$ cat config.mk
export PLATFORM = sky130hd
export DESIGN_NAME = mux_scan_serializer
export DESIGN_NICKNAME = d
export VERILOG_FILES = /design/src/rtl/mux_scan_serializer.sv
export SDC_FILE = /design/constraint.sdc
export NUM_CORES = 1
export LEC_CHECK = 0
export ABC_CLOCK_PERIOD_IN_PS = 4700
export CAP_MARGIN = 20
export CORE_MARGIN = 2
export CORE_UTILIZATION = 40
export CTS_BUF_LIST = sky130_fd_sc_hd__clkbuf_4
export CTS_CLUSTER_DIAMETER = 200
export CTS_CLUSTER_SIZE = 30
export DETAILED_ROUTE_END_ITERATION = 12
export PLACE_DENSITY = 0.72
export SYNTH_ARGS = -nofsm -noshare
export SYNTH_HDL_FRONTEND = slang
export SYNTH_SLANG_ARGS = --single-unit
export TNS_END_PERCENT = 10
$ cat constraint.sdc
create_clock -name clk -period 4.7 [get_ports clk]
set_clock_uncertainty 0.1 [all_clocks]
set_input_delay 0.94 -clock clk [delete_from_list [all_inputs] [get_ports clk]]
set_output_delay 0.94 -clock clk [all_outputs]
set_load 0.01 [all_outputs]
$ cat src/rtl/mux_scan_serializer.sv
// Walks a mux select from 0 to N-1, presents each sampled bit as a valid/ready serial
// stream, rebuilds the scanned word and pulses done after the last bit is accepted.
module mux_scan_serializer #(
  parameter int N  = 8,
  parameter int SW = $clog2(N)
) (
  input  logic          clk,
  input  logic          rst_n,
  input  logic          start_i,
  input  logic          abort_i,
  output logic [SW-1:0] sel_o,
  input  logic          mux_bit_i,
  output logic          ser_valid_o,
  output logic          ser_data_o,
  input  logic          ser_ready_i,
  output logic          busy_o,
  output logic          done_o,
  output logic [N-1:0]  word_out_o
);

  typedef enum logic [1:0] {IDLE, SETUP, PRESENT, DONE} state_t;

  localparam logic [SW-1:0] LAST_SEL = SW'(N - 1);

  state_t        state_q, state_d;
  logic [SW-1:0] sel_q, sel_d;
  logic          vld_q, vld_d;
  logic          dat_q, dat_d;
  logic [N-1:0]  word_q, word_d;

  always_ff @(posedge clk or negedge rst_n) begin
    if (!rst_n) begin
      state_q <= IDLE;
      sel_q   <= '0;
      vld_q   <= 1'b0;
      dat_q   <= 1'b0;
      word_q  <= '0;
    end else begin
      state_q <= state_d;
      sel_q   <= sel_d;
      vld_q   <= vld_d;
      dat_q   <= dat_d;
      word_q  <= word_d;
    end
  end

  always_comb begin
    state_d = state_q;
    sel_d   = sel_q;
    vld_d   = vld_q;
    dat_d   = dat_q;
    word_d  = word_q;
    case (state_q)
      IDLE: begin
        // abort beats a same-cycle start, so the scan never begins
        if (start_i && !abort_i) begin
          state_d = SETUP;
          sel_d   = '0;
          word_d  = '0;
        end
      end
      SETUP: begin
        if (abort_i) begin
          state_d = IDLE;
          vld_d   = 1'b0;
          sel_d   = '0;
        end else begin
          dat_d         = mux_bit_i;
          word_d[sel_q] = mux_bit_i;
          vld_d         = 1'b1;
          state_d       = PRESENT;
        end
      end
      PRESENT: begin
        if (abort_i) begin
          state_d = IDLE;
          vld_d   = 1'b0;
          sel_d   = '0;
        end else if (vld_q && ser_ready_i) begin
          vld_d = 1'b0;
          if (sel_q == LAST_SEL) begin
            state_d = DONE;
          end else begin
            sel_d   = sel_q + SW'(1);
            state_d = SETUP;
          end
        end
      end
      DONE: begin
        state_d = IDLE;
        sel_d   = '0;
        vld_d   = 1'b0;
      end
      default: begin
        state_d = IDLE;
        sel_d   = '0;
        vld_d   = 1'b0;
      end
    endcase
  end

  assign sel_o       = sel_q;
  assign ser_valid_o = vld_q;
  assign ser_data_o  = dat_q;
  assign word_out_o  = word_q;
  assign busy_o      = (state_q != IDLE);
  assign done_o      = (state_q == DONE);

endmodule

==> impl_results.md <==
* CTS sink cnt at 15
* Area Growth Syn to Fin at 29.2%
* CTS tree: yes
* Worst Path Arrival at 1.57 ns
* CP max stage delay at between 0.4 and 0.5 ns
* Syn Inst Count at 74
* Slew headroom at 0.570
* HPWL Detailed at 1.20 mm
* Fin Setup TNS at 0 ns
* Post-synth top flop: dfrtp_1
* Outcome: complete, no violations
* Final Critical Period at roughly 2.6 ns
* Worst R2R Path Depth at 5
* Initial Util at 0.419
* Chip height at approximately 49 um
* Syn_nets at ~80
* Hold depth at 1
* PostCTS Resize Cnt at 0
* Core area at slightly below 2000 um2
* Worst path cell trace: or2_2, clkdlybuf4s50_1
* Nets at around 100
* TritonRoute pass-1 iters at 2
* Clock buffer depth at 2
* Via density per instance at 5.43
* First-pass GRT wire length at 2.90 mm
* Worst Tran Pin Value at about 0.64 ns
* Crit path kind: register to primary output
* Skew-Pair Late Insertion Delay at between 0.2 and 0.3 ns
* Top post-synthesis cells by count: dfrtp_1, a221o_1, inv_1, nor2b_1
* Initial DRC count at 5
* Mapped Avg Cell Area at 11.0 um2
* Largest net degree at the start of global routing at 16
* Fin. Hold Viols at 0
* Share of Yosys cell area claimed by the top area cell type at 0.462
* Setup crit start kind: register
* Final setup viols at 0
* Row count at 16
* Routed WL at ~1.6 mm
* Die ar. at roughly 2400 um2
* # DRC at 0
* Worst Min Path Start: ser_data_o
* Most frequent cell after synthesis: dfrtp_1
* Count of pins over their slew limit at 0
* Hold slack final at between 0.4 and 0.5 ns
* Initial antenna violation count at 0
* LEAKAGE at 0.448 nW
* Boundary Pins at 21
* FF/Latch Area at about 380 um2
* Worst Setup SP: state_q[0]
* Fin cells at between 100 and 150
* Filler Cell Count at 181
* Crit end category: primary output
* Synth top area cells: dfrtp_1, a221o_1, o311a_1
* Fin crit share at 0.556
* RSZ-0062 raised after global routing: false
* Via count at roughly 660
* Clock root buffer: clkbuf_4
* Die X-Extent at around 50 um
* Hold Path Class: register to register
* Inserted Diodes at 0
* Final Cell Area at between 1000 and 1500 um2
* Critical R2R Launch: sel_o[0]
* Vias in the first global route at about 650
* I/O Buffers at 20
* Critical Path RT at 3.66 ns
* Crit path max fanout at 12
* Seq cells post-synth at 15
* Power per cell area at 257 nW/um2
* Register area share after synthesis at 0.462
* CTS clk-pin slew, worst paths at roughly 0.08 ns
* GP Congestion at 0.810
* Synth Cell Area at 813 um2
* Critical path's slowest cell: dfrtp_1
* Overflow after GRT at 0
* Number of flops mapped to enable cells by yosys at 0
* Worst VDD drop at around 130 uV
* Cell Count Post-Placement at around 120
* Dpl cell area at 1020 um2
* Asr flop ratio synth at 1.00
* Fmax at 0.382 GHz
* Max H-tree Level at 1
* CTS Buf Count at 3
* GR Util All Layers at 0.156
* Layout cell share with drive strength beyond 1 at 0.0851
* ANT nets after route at 0
* Post-CTS Setup Repair Bufs at 0
* CTS hold repair buffers at 0
* Post-synth cell types at 30
* Area occupied by multi-input gates at 393 um2
* Max Cap Viol at 0
* Wirelength per Cell at between 10 and 15 um
* Yosys top cell by area: dfrtp_1
* Yosys synthesis warning count at 0
[sequential cells by signal, indices dropped and copies added, names as in the netlist]
register and cells:
word_out_o 8, sel_o 3, state_q 2, ser_data_o 1
ser_valid_o 1
[worst max-delay path: cells and delay by family, from the launching register on]
family	cells	cell delay, ns
AND/OR/NAND/NOR	1	0.33
flip-flops	1	0.49
buffers and inverters	1	0.48
[routing by layer]
metal	up-vias	track usage	wire length [um]
li1	328	-	-
met1	306	0.187	748
met3	4	0.0368	68
met5	-	0	0
met2	19	0.257	742
met4	0	0.0857	33
[logic make-up (layout without fill, tap and decap cells)]
| group | Yosys count | count (layout) | synth area share |
|---|---|---|---|
| AND/OR/NAND/NOR | 22 | 22 | 0.172 |
| adder cells (fa/ha/maj) | 2 | 2 | 0.0308 |
| multiplexers | 2 | 2 | 0.0323 |
| buffers and inverters | 9 | 29 | 0.0554 |
| flip-flops | 15 | 15 | 0.462 |
| AO/OA/AOI/OAI | 24 | 24 | 0.248 |
[path summary, 6_finish.rpt]
kind	slack [ns]	endpoint
min	0.41	ser_data_o
max reg2reg	2.74	sel_o[0]
max in group asynchronous	3.13	word_out_o[5]
min reg2reg	0.41	ser_data_o
max	2.09	busy_o
min in group asynchronous	0.95	word_out_o[6]
[power by group]
group          total [W]  switching [W]  leakage (nW)  internal (W)
Sequential      0.000145     0.00000903         0.204      0.000136
Clock          0.0000773      0.0000387        0.0184     0.0000386
Combinational  0.0000476      0.0000208         0.226     0.0000268
[cell type report]
class / count / share of cell area
clock buffer: 4 / 0.0286
inverter: 5 / 0.0179
multi-input combinational: 50 / 0.374
sequential: 15 / 0.357
tap: 27 / 0.0321
timing repair buffer: 20 / 0.190
[cell usage in the layout (no fill, tap or decap)]
cell,synthesis,layout
nand2_1,1,1
mux2_4,1,1
ha_1,2,2
dfrtp_1,15,15
a211oi_1,3,3
nor2b_1,5,5
nor2_1,4,4
or3b_1,1,1
nor3_1,1,1
o21ai_0,1,1
or2_2,1,1
nor4b_2,1,1
clkbuf_4,0,4
o22ai_1,1,1
a21oi_1,2,2
a22o_1,3,3
a31oi_1,1,1
o311a_1,4,4
o21ai_1,1,1
and3_1,1,1
nand3_1,1,1
inv_1,5,5
and4_1,1,1
clkdlybuf4s50_1,0,20
and2_1,1,1
nand2b_1,1,1
nor3b_1,1,1
mux2_2,1,1
nand3b_1,2,2
a221o_1,8,8
[metrics by stage]
step | setup slack [ns] | utilization | power (W)
5_1_grt | 2.02 | 0.541 | 0.000286
6_report | 2.09 | 0.541 | 0.000270
3_5_place_dp | 2.08 | 0.526 | 0.000196
3_3_place_gp | 2.11 | 0.526 | 0.000196
4_1_cts | 2.07 | 0.541 | 0.000275
2_1_floorplan | 2.64 | - | 0.000171
Power figures use the tool's default switching activity.
